$ cat config.mk
export PLATFORM = sky130hd
export DESIGN_NAME = s27_trojan_monitor
export DESIGN_NICKNAME = d
export VERILOG_FILES = /design/src/rtl/s27_trojan_monitor.sv
export SDC_FILE = /design/constraint.sdc
export NUM_CORES = 1
export LEC_CHECK = 0
export ABC_CLOCK_PERIOD_IN_PS = 3000
export CORE_ASPECT_RATIO = 0.5
export CORE_MARGIN = 3
export CORE_UTILIZATION = 45
export CTS_BUF_LIST = sky130_fd_sc_hd__clkbuf_16
export DETAILED_ROUTE_END_ITERATION = 8
export PLACE_DENSITY = 0.68
export SYNTH_ARGS = -nofsm -noshare
export SYNTH_HDL_FRONTEND = slang
export SYNTH_SLANG_ARGS = --single-unit
export TNS_END_PERCENT = 1
$ cat constraint.sdc
create_clock -name CK -period 3 [get_ports CK]
set_clock_uncertainty 0.1 [all_clocks]
set_input_delay 0.6 -clock CK [delete_from_list [all_inputs] [get_ports CK]]
set_output_delay 0.6 -clock CK [all_outputs]
set_load 0.05 [all_outputs]
$ cat src/rtl/s27_trojan_monitor.sv
// Drives LFSR vectors into an external s27 and checks G17 against a lockstep golden s27; MISR-compacts G17.
// Compare happens at the end of each RUN cycle. There is no backpressure, and START is ignored outside IDLE.
module s27_trojan_monitor #(
  parameter int unsigned NUM_VECTORS  = 256,
  parameter int unsigned CNT_W        = 16,
  parameter logic [7:0]  LFSR_SEED    = 8'hA5,
  parameter bit          STOP_ON_FAIL = 1'b0
) (
  input  logic             CK,
  input  logic             RN,
  input  logic             START,
  input  logic             DUT_G17,
  output logic             G0,
  output logic             G1,
  output logic             G2,
  output logic             G3,
  output logic             BUSY,
  output logic             DONE,
  output logic             TROJAN_DET,
  output logic [CNT_W-1:0] FAIL_IDX,
  output logic [15:0]      SIGNATURE
);

  localparam logic [7:0]       SEED_EFF = (LFSR_SEED == 8'h00) ? 8'h01 : LFSR_SEED;
  localparam logic [CNT_W-1:0] LAST_IDX = CNT_W'(NUM_VECTORS - 1);

  typedef enum logic [1:0] {S_IDLE, S_FLUSH, S_RUN, S_DONE} state_t;

  state_t           state;
  logic [7:0]       lfsr;
  logic [7:0]       lfsr_nxt;
  logic [CNT_W-1:0] vec_idx;
  logic             flush_cnt;
  logic             g5, g6, g7;
  logic             g8, g9, g10, g11, g12, g13, g14, g15, g16;
  logic             gold_g17;
  logic             mismatch;
  logic [15:0]      misr_nxt;

  // Golden s27 netlist, evaluated on the stimulus currently presented.
  always_comb begin
    g14      = ~G0;
    g8       = g14 & g6;
    g12      = ~(G1 | g7);
    g15      = g12 | g8;
    g16      = G3 | g8;
    g9       = ~(g16 & g15);
    g11      = ~(g5 | g9);
    g10      = ~(g14 | g11);
    g13      = ~(G2 | g12);
    gold_g17 = ~g11;
  end

  assign lfsr_nxt = {lfsr[6:0], lfsr[7] ^ lfsr[5] ^ lfsr[4] ^ lfsr[3]};
  assign mismatch = (state == S_RUN) && (DUT_G17 != gold_g17);
  assign misr_nxt = {SIGNATURE[14:0], 1'b0} ^ (SIGNATURE[15] ? 16'h1021 : 16'h0000)
                  ^ {15'b0, DUT_G17};

  // Golden flops clock every cycle on the same driven vector as the external instance.
  always_ff @(posedge CK or negedge RN) begin
    if (!RN) begin
      g5 <= 1'b0;
      g6 <= 1'b0;
      g7 <= 1'b0;
    end else begin
      g5 <= g10;
      g6 <= g11;
      g7 <= g13;
    end
  end

  always_ff @(posedge CK or negedge RN) begin
    if (!RN) begin
      state            <= S_IDLE;
      {G3, G2, G1, G0} <= 4'b0000;
      BUSY             <= 1'b0;
      DONE             <= 1'b0;
      TROJAN_DET       <= 1'b0;
      FAIL_IDX         <= '0;
      SIGNATURE        <= 16'h0000;
      lfsr             <= SEED_EFF;
      vec_idx          <= '0;
      flush_cnt        <= 1'b0;
    end else begin
      case (state)
        S_IDLE: begin
          if (START) begin
            state            <= S_FLUSH;
            BUSY             <= 1'b1;
            TROJAN_DET       <= 1'b0;
            FAIL_IDX         <= '0;
            SIGNATURE        <= 16'h0000;
            lfsr             <= SEED_EFF;
            vec_idx          <= '0;
            flush_cnt        <= 1'b0;
            // Flush vector drives any s27 state to (G5,G6,G7)=(1,0,0).
            {G3, G2, G1, G0} <= 4'b0111;
          end
        end
        S_FLUSH: begin
          flush_cnt <= 1'b1;
          if (flush_cnt) begin
            state            <= S_RUN;
            {G3, G2, G1, G0} <= lfsr[3:0];
            lfsr             <= lfsr_nxt;
          end
        end
        S_RUN: begin
          SIGNATURE <= misr_nxt;
          if (mismatch) begin
            TROJAN_DET <= 1'b1;
            if (!TROJAN_DET) FAIL_IDX <= vec_idx;
          end
          if ((vec_idx == LAST_IDX) || (STOP_ON_FAIL && mismatch)) begin
            state            <= S_DONE;
            BUSY             <= 1'b0;
            DONE             <= 1'b1;
            {G3, G2, G1, G0} <= 4'b0000;
          end else begin
            {G3, G2, G1, G0} <= lfsr[3:0];
            lfsr             <= lfsr_nxt;
            vec_idx          <= vec_idx + 1'b1;
          end
        end
        default: begin
          state <= S_IDLE;
          DONE  <= 1'b0;
        end
      endcase
    end
  end

endmodule
==> run metrics, run 1 <==
yosys warns 0; Final Hold Viols 0; DIE AREA 0.00807 mm2; later-pin clock latency in the skew report 330 ps; slowest CP cell nand2_1; Clk pwr share 22.7%; core area 0.00641 mm2; Synth area leader dfrtp_1; Worst slew margin 42.7%; CP Class flip-flop to flip-flop; die width 124 um; RR Startpoint state[0]; Compound-Gate Fraction of Synth Area 18.3%; Comb power frac 43.3%; Reg-to-Reg End FAIL_IDX[3]; synth cell count leaders dfrtp_1 (65), nand2_1 (26), nor2_1 (26); top cells by area, synth dfrtp_1 (52%), a32o_1 (5.1%), a22o_1 (3.9%); CP cell instances inv_1 -> ha_1 -> inv_1 -> o21ai_0 -> nand2_1 -> a32o_1; Starting Density 49.0%; Internal 2.29 mW; Mapped Area 0.00314 mm2; Vias 2322; final number of setup-violating endpoints 0; class of the worst hold path input port to asynchronous set/reset pin; Placed Area 0.00365 mm2; power per cell area 1020 mW/mm2; site row count 20; DR iter-0 viols 155; H-tree depth 3; Filler cells 524; count leader, synth dfrtp_1; Worst setup EP type flip-flop; WP data required 3110 ps; post-cts sizing count 0; # DRC 0; largest net degree at the start of global routing 70; Seq pwr share 34.0%; first-pass GRT wire length 11.4 mm; combinational family with the most area after synthesis compound AO/OA/AOI/OAI gates; DRT Wirelength 6.96 mm; simple-gate share of the synthesized area 14.8%; synthesized area per cell 11.4 um2; I/O pin cnt 43; most frequent CP cell inv_1; Adder-Cell Fraction of Synth Area 1.99%; CTS tree done; ys async rst share 100%; cell count after synthesis 274; reg2reg path depth 6; multiplexer share of the synthesized area 1.48%; Worst EP arrival 2800 ps; Post-synth EDFFs 0; xor and xnor area share after synthesis 5.31%; final worst-path cycle share 89.6%; dpl cells 396; Slew @ Worst Pin 857 ps; post-synth top area share 51.9%; Post-CTS Hold Fix Bufs 0; number of max-cap violations 0; DP Wirelength 4.61 mm; ant diodes 0; crit path time final 2690 ps; clk root buf clkbuf_16; outcome finished, final reports clean; VDD IR-drop max 563 uV; Finished Layout Cells 412; setup_tns 0 ps; Post-layout nets 328; post-route ant nets 0; initial antenna violation count 0; GRT overflow 0; GRT Util Overall 18.7%; GPL Wtd Cong 0.787; ys flop type dfrtp_1; CTS max path bufs 2; fmax 372 MHz; unrepaired setup endpoints after global routing false; Sw Pwr 1.69 mW; Seq/Total Area, Yosys 55.2%; Layout area overhead 24.3%; CTS Sinks 69; switching share of power 42.5%; setup repair bufs after CTS 0; FF-to-FF setup slack 310 ps; vias in the first global route 2186; critical path startpoint state[0]; DRT Pass-1 Iters 4; PortBufs 42; number of buffers created by CTS 9; final instance area 0.00390 mm2; Max Slew Vio Count 0; die height 65.0 um; clk slew on worst S/H paths 50 ps; Cell variety after synth 47; number of synthesized register bits 69; Lkg Pwr 1.70 nW; per-cell routed wire length 16.9 um; vias per inst 5.64; Post-Syn Nets 283; share of layout cells above drive strength 1 10.8%; CP Max Fanout 18; CP Launch Type flip-flop; CP max stage delay 560 ps
==> power by group through the flow <==
| stage | Clock, mW | Combinational [mW] | Sequential, mW |
|---|---|---|---|
| final | 0.904 | 1.72 | 1.35 |
| after global routing | 0.967 | 1.86 | 1.39 |
| after CTS | 0.922 | 1.73 | 1.35 |
| after detailed placement | 0 | 1.71 | 1.37 |
| after global placement | 0 | 1.68 | 1.35 |
| after floorplan | 0 | 0.874 | 1.70 |
==> how the worst max path moves through the flow <==
| stage | end | slack (ps) | cells past startpoint |
|---|---|---|---|
| 3_3_place_gp | FAIL_IDX[5] | 380 | 5 |
| 4_1_cts | FAIL_IDX[3] | 300 | 6 |
| 6_report | FAIL_IDX[3] | 310 | 6 |
| 5_1_grt | FAIL_IDX[3] | 110 | 6 |
| 3_5_place_dp | FAIL_IDX[5] | 300 | 5 |
| 2_1_floorplan | FAIL_IDX[0] | 650 | 6 |
==> per-stage QoR <==
| step | hold slack (ps) | utilization, % | setup slack [ps] | power, mW |
|---|---|---|---|---|
| 5_1_grt | 218 | 60.9 | 112 | 4.21 |
| 3_5_place_dp | 363 | 56.9 | 296 | 3.08 |
| 3_3_place_gp | 362 | 56.9 | 376 | 3.03 |
| 2_1_floorplan | 204 | - | 648 | 2.57 |
| 4_1_cts | 205 | 60.9 | 305 | 4.01 |
| 6_report | 177 | 60.9 | 312 | 3.97 |
==> layout by cell type (no fill, tap or decap), types with 3 or more instances in the layout <==
cell type,n
a22o_1,14
inv_1,10
xnor2_1,7
buf_4,4
nor2_1,26
xor2_1,12
nand4_1,4
nand2_1,26
ha_1,5
o2111ai_1,6
dfstp_2,4
nand2b_1,3
nor4_1,5
a32o_1,16
a31oi_1,3
dfrtp_1,65
o21ai_0,19
clkbuf_16,9
a21oi_1,3
nor2b_1,6
clkdlybuf4s50_1,41
nand3_1,4
==> worst max-delay path: cells and delay by family, from the launching register on <==
kind                       cells  cell delay [ps]
and+or+nand+nor                1              560
adders and majority gates      1              370
AOI/OAI and AO/OA              2              900
buffers and inverters          2              220
DFF                            1              410
==> layout make-up <==
class / count / area [um2] / share of cell area, %
repair buffers: 47 / 465 / 11.9
clock buffers: 9 / 225 / 5.77
clock inverters: 7 / 28.8 / 0.738
flip-flops and latches: 69 / 1730 / 44.4
inverters: 6 / 22.5 / 0.577
well taps: 88 / 110 / 2.82
multi-input cells: 186 / 1320 / 33.8
==> cell families (layout without fill, tap and decap cells) <==
group           count (synthesis)  in the layout
buf+inv                        19             69
simple gates                   88             88
fa+ha+maj                       5              5
compound gates                 70             70
flops                          69             69
mux                             4              4
xor+xnor                       19             19
==> registers in the layout (all words and copies together) (netlist names) <==
register / count
G3: 1
SIGNATURE: 16
FAIL_IDX: 16
flush_cnt: 1
G0: 1
state: 2
BUSY: 1
vec_idx: 16
G2: 1
lfsr: 8
DONE: 1
TROJAN_DET: 1
g5: 1
G1: 1
g6: 1
g7: 1
==> metal layers <==
metal	wire [um]	up-vias	GRT usage [%]
li1	-	1092	-
met1	3300	1165	25.1
met2	3130	55	28.0
met3	406	10	6.36
met4	111	0	7.50
met5	0	-	0
Note: power is estimated with default switching activity, not from simulation.
==> run 2, diff against run 1 <==
--- a/config.mk
+++ b/config.mk
@@ -6,12 +6,13 @@
 export NUM_CORES = 1
 export LEC_CHECK = 0
 export ABC_CLOCK_PERIOD_IN_PS = 3000
-export CORE_ASPECT_RATIO = 0.5
+export CORE_ASPECT_RATIO = 0.6
 export CORE_MARGIN = 3
 export CORE_UTILIZATION = 45
 export CTS_BUF_LIST = sky130_fd_sc_hd__clkbuf_16
 export DETAILED_ROUTE_END_ITERATION = 8
 export PLACE_DENSITY = 0.68
+export SLEW_MARGIN = 20
 export SYNTH_ARGS = -nofsm -noshare
 export SYNTH_HDL_FRONTEND = slang
 export SYNTH_SLANG_ARGS = --single-unit
==> run metrics, run 2 (synthesized netlist as in run 1, its figures left out) <==
outcome finished, final reports clean; CTS tree done; WP data required 3110 ps (about the same); Placed Area 0.00364 mm2 (-0.27%); later-pin clock latency in the skew report 340 ps (about the same); final worst slack 525 ps (+213 ps); Slew @ Worst Pin 863 ps (+5.82 ps); core area 0.00641 mm2 (+0.12%); commonest non-fill, non-tap cell in the layout dfrtp_1; final number of setup-violating endpoints 0 (unchanged); I/O pin cnt 43 (unchanged); initial antenna violation count 0 (unchanged); H-tree depth 3 (unchanged); GPL Wtd Cong 0.800 (+1.8%); power per cell area 1030 mW/mm2 (+1.5%); GRT overflow 0 (unchanged); final worst-path cycle share 82.5% (-7.1 points); CP Max Fanout 18 (unchanged); DRT Pass-1 Iters 4 (unchanged); setup repair bufs after CTS 0 (unchanged); class of the worst hold path input port to asynchronous set/reset pin; final instance area 0.00391 mm2 (+0.16%); final core utilization 60.9% (about the same); # DRC 0 (unchanged); post-cts sizing count 0 (unchanged); DRT Wirelength 6.77 mm (-2.7%); first-pass GRT wire length 11.5 mm (+1.2%); number of max-cap violations 0 (unchanged); VDD IR-drop max 533 uV (-5.3%); crit path time final 2480 ps (-213 ps); DP Wirelength 4.63 mm (+0.38%); Final Hold Viols 0 (unchanged); Post-CTS Hold Fix Bufs 0 (unchanged); Worst EP arrival 2590 ps (-210 ps); vias in the first global route 2204 (+0.82%); setup_tns 0 ps (unchanged); vias per inst 5.58 (-0.99%); site row count 22 (+10%); ant diodes 0 (unchanged); fmax 404 MHz (+8.6%); CP cell instances inv_1 -> ha_1 -> inv_1 -> o21ai_0 -> nand2_1 -> a32o_1; Lkg Pwr 1.69 nW (-0.38%); most frequent cells in the layout dfrtp_1 (65), clkdlybuf4s50_1 (41), nor2_1 (26), nand2_1 (26), o21ai_0 (19); Worst slew margin 42.3% (-0.39 points); unrepaired setup endpoints after global routing false; die width 114 um (-8.3%); CP max stage delay 480 ps (-80 ps); die height 70.7 um (+8.7%); Power, Total 4.04 mW (+1.7%); Layout area overhead 24.5%; number of buffers created by CTS 9 (unchanged); slowest CP cell nand2_1; pre-CTS setup slack 410 ps (+115 ps); GRT Util Overall 18.7% (-0.085 points); CTS Sinks 69 (unchanged); Post-layout nets 329 (+0.30%); dpl cells 393 (-0.76%); per-cell routed wire length 16.6 um (-1.5%); post-route ant nets 0 (unchanged); DIE AREA 0.00804 mm2 (-0.34%); Worst setup EP type flip-flop; clk slew on worst S/H paths 60 ps (about the same); CP Launch Type flip-flop; clk root buf clkbuf_16; CP Class flip-flop to flip-flop; share of layout cells above drive strength 1 10.8% (+0.033 points); biggest regs FAIL_IDX: 16 flops, SIGNATURE: 16 flops, vec_idx: 16 flops; Finished Layout Cells 407 (-1.2%); Starting Density 48.9% (-0.057 points); most frequent CP cell inv_1; Min Hold Slack 353 ps (+175 ps); CTS max path bufs 2 (unchanged); DR iter-0 viols 184 (+19%); Max Slew Vio Count 0 (unchanged); largest net degree at the start of global routing 70 (unchanged); Vias 2271 (-2.2%); PortBufs 42 (unchanged)
[run 2: area by class of cell]
type / count / area (um2)
Fill cell: 559 / 2510
Tap cell: 84 / 105
Multi-Input combinational cell: 186 / 1320
Clock inverter: 5 / 45.0
Clock buffer: 9 / 225
Inverter: 6 / 22.5
Sequential cell: 69 / 1730
Timing Repair Buffer: 48 / 460
[run 2: routing by layer]
metal	GRT usage, %	vias up	wire length (um)
li1	-	1097	-
met1	27.6	1110	3420
met2	24.3	58	2810
met3	8.03	6	500
met4	6.32	0	46
met5	0	-	0
[run 2: final timing paths]
kind	endpoint	slack [ps]	from	cells after the start
setup reg to reg	FAIL_IDX[0]	520	state[0]	6
min in group CK	g7	360	G2	1
max in group asynchronous	FAIL_IDX[7]	1880	RN	2
setup / recovery	FAIL_IDX[0]	520	state[0]	6
hold / removal	FAIL_IDX[15]	350	RN	2
hold reg to reg	g7	360	G2	1
[run 2: power breakdown]
part | internal, mW | leakage (nW) | total (mW) | switching, mW
registers | 1.17 | 0.915 | 1.35 | 0.183
clock network | 0.621 | 0.135 | 0.982 | 0.361
logic | 0.586 | 0.645 | 1.71 | 1.12
total | 2.38 | 1.69 | 4.04 | 1.66
[run 2: worst max-delay path, delay by kind of cell (launching register included)]
| kind | cells | cell delay (ps) |
|---|---|---|
| compound gates | 2 | 770 |
| fa+ha+maj | 1 | 370 |
| buf+inv | 2 | 210 |
| flops | 1 | 410 |
| simple gates | 1 | 480 |
==> run 3, diff against run 2 <==
--- a/config.mk
+++ b/config.mk
@@ -5,7 +5,7 @@
 export SDC_FILE = /design/constraint.sdc
 export NUM_CORES = 1
 export LEC_CHECK = 0
-export ABC_CLOCK_PERIOD_IN_PS = 3000
+export ABC_CLOCK_PERIOD_IN_PS = 2400
 export CORE_ASPECT_RATIO = 0.6
 export CORE_MARGIN = 3
 export CORE_UTILIZATION = 45
==> constraint.sdc (replaced) <==
create_clock -name CK -period 2.4 [get_ports CK]
set_clock_uncertainty 0.1 [all_clocks]
set_input_delay 0.48 -clock CK [delete_from_list [all_inputs] [get_ports CK]]
set_output_delay 0.48 -clock CK [all_outputs]
set_load 0.05 [all_outputs]
==> run metrics, run 3 (synthesized netlist as in run 1, its figures left out) <==
Post-CTS Hold Fix Bufs 0 (unchanged); commonest non-fill, non-tap cell in the layout dfrtp_1; Lkg Pwr 1.77 nW (+4.3%); Seq pwr share 31.1% (-2.4 points); Crit path buffers/inverters 1 (-1); # DRC 0 (unchanged); Filler cells 516 (-7.7%); sequential cell area 0.00173 mm2 (unchanged); CTS tree done; CP cell instances clkdlybuf4s50_1; site row count 22 (unchanged); Internal 3.29 mW (+38%); setup repair bufs after CTS 0 (unchanged); clk slew on worst S/H paths 60 ps (about the same); GRT overflow 0 (unchanged); number of max-cap violations 0 (unchanged); unrepaired setup endpoints after global routing false; Sw Pwr 2.14 mW (+29%); final number of setup-violating endpoints 0 (unchanged); post-route ant nets 0 (unchanged); CP Class flip-flop to primary output; Comb power frac 41.4% (-0.8 points); share of layout cells above drive strength 1 14.2% (+3.4 points); H-tree depth 3 (unchanged); class of the worst hold path input port to asynchronous set/reset pin; first-pass GRT wire length 11.8 mm (+2.2%); outcome finished, final reports clean; power per cell area 1340 mW/mm2 (+29%); VDD IR-drop max 744 uV (+40%); setup_tns 0 ps (unchanged); CP Max Fanout 5 (-13); CP Launch Type flip-flop; Vias 2346 (+3.3%); largest net degree at the start of global routing 70 (unchanged); DRT Wirelength 6.88 mm (+1.6%); DRT Pass-1 Iters 4 (unchanged); die height 70.7 um (unchanged); Slew @ Worst Pin 854 ps (-8.81 ps); vias in the first global route 2273 (+3.1%); slowest CP cell clkdlybuf4s50_1; DIE AREA 0.00804 mm2 (unchanged); Final Hold Viols 0 (unchanged); cell family with most CP delay buffers and inverters; multi-input combinational cell area 0.00133 mm2 (+1.1%); PortBufs 42 (unchanged); final worst-path cycle share 91.8%; switching share of power 39.5% (-1.7 points); biggest regs FAIL_IDX: 16 flops, SIGNATURE: 16 flops, vec_idx: 16 flops; final worst slack 196 ps (-329 ps); WP data required 1820 ps (-1290 ps); clk root buf clkbuf_16; I/O pin cnt 43 (unchanged); initial antenna violation count 0 (unchanged); Worst setup EP type primary output; GRT Util Overall 18.6% (-0.027 points); vias per inst 5.65 (+1.3%); CTS Sinks 69 (unchanged); Min Hold Slack 62.0 ps (-291 ps); ant diodes 0 (unchanged); GPL Wtd Cong 0.842 (+5.2%); dpl cells 399 (+1.5%); CTS max path bufs 2 (unchanged); Post-layout nets 335 (+1.8%); die width 114 um (unchanged); Worst slew margin 42.9% (+0.59 points); crit path time final 2200 ps; DP Wirelength 4.66 mm (+0.76%); DR iter-0 viols 151 (-18%); Max Slew Vio Count 0 (unchanged); number of buffers created by CTS 9 (unchanged); Worst EP arrival 1620 ps (-970 ps); Layout area overhead 29.5%; per-cell routed wire length 16.6 um (-0.32%); fmax 454 MHz; later-pin clock latency in the skew report 330 ps (about the same); Starting Density 48.9% (unchanged); pre-CTS setup slack 31.1 ps (-379 ps); Clk pwr share 27.5% (+3.2 points); core area 0.00641 mm2 (unchanged); most frequent cells in the layout dfrtp_1 (65), clkdlybuf4s50_1 (41), nor2_1 (26), nand2_1 (26), o21ai_0 (19); Finished Layout Cells 415 (+2.0%); CP max stage delay 840 ps (+360 ps)
run 3: per-layer routing:
metal	track usage [%]	vias to the layer above	share of wire, %
met3	4.62	14	4.7
met2	25.0	55	41
li1	-	1115	-
met4	6.59	0	1.7
met1	28.9	1162	52
met5	0	-	0
run 3: metrics by stage:
step / utilization, % / area [um2] / total power [mW]
floorplan: - / 3140 / 3.21
global placement: 57.8 / 3710 / 3.89
detailed placement: 57.8 / 3710 / 3.95
CTS: 63.1 / 4050 / 5.47
global route: 63.3 / 4060 / 5.81
finish: 63.3 / 4060 / 5.44
run 3: power groups by stage:
stage / sequential [mW] / combinational [mW] / clock (mW)
floorplan: 2.12 / 1.09 / 0
global placement: 1.70 / 2.19 / 0
detailed placement: 1.71 / 2.24 / 0
CTS: 1.69 / 2.25 / 1.53
global route: 1.74 / 2.48 / 1.59
finish: 1.69 / 2.25 / 1.50
run 3: area by class of cell:
cell class / instances / share of cell area, %
sequential: 69 / 42.6
multi-input combinational: 186 / 32.8
timing repair buffer: 54 / 13.1
clock buffer: 9 / 5.55
clock inverter: 7 / 2.83
tap: 84 / 2.59
inverter: 6 / 0.555
run 3: repair_timing:
action	in CTS	in global routing
endpoints found under the hold margin	0	0
endpoints found under the setup margin	0	14
gates resized for setup	0	2
run 3: final timing paths:
check,startpoint,endpoint,slack [ps],cells after the start
max in group asynchronous,RN,lfsr[5],1810,2
hold / removal,RN,FAIL_IDX[14],60,2
setup / recovery,SIGNATURE[15],SIGNATURE[15],200,1
hold reg to reg,G2,g7,360,1
min in group CK,G2,g7,360,1
setup reg to reg,state[0],vec_idx[11],210,7
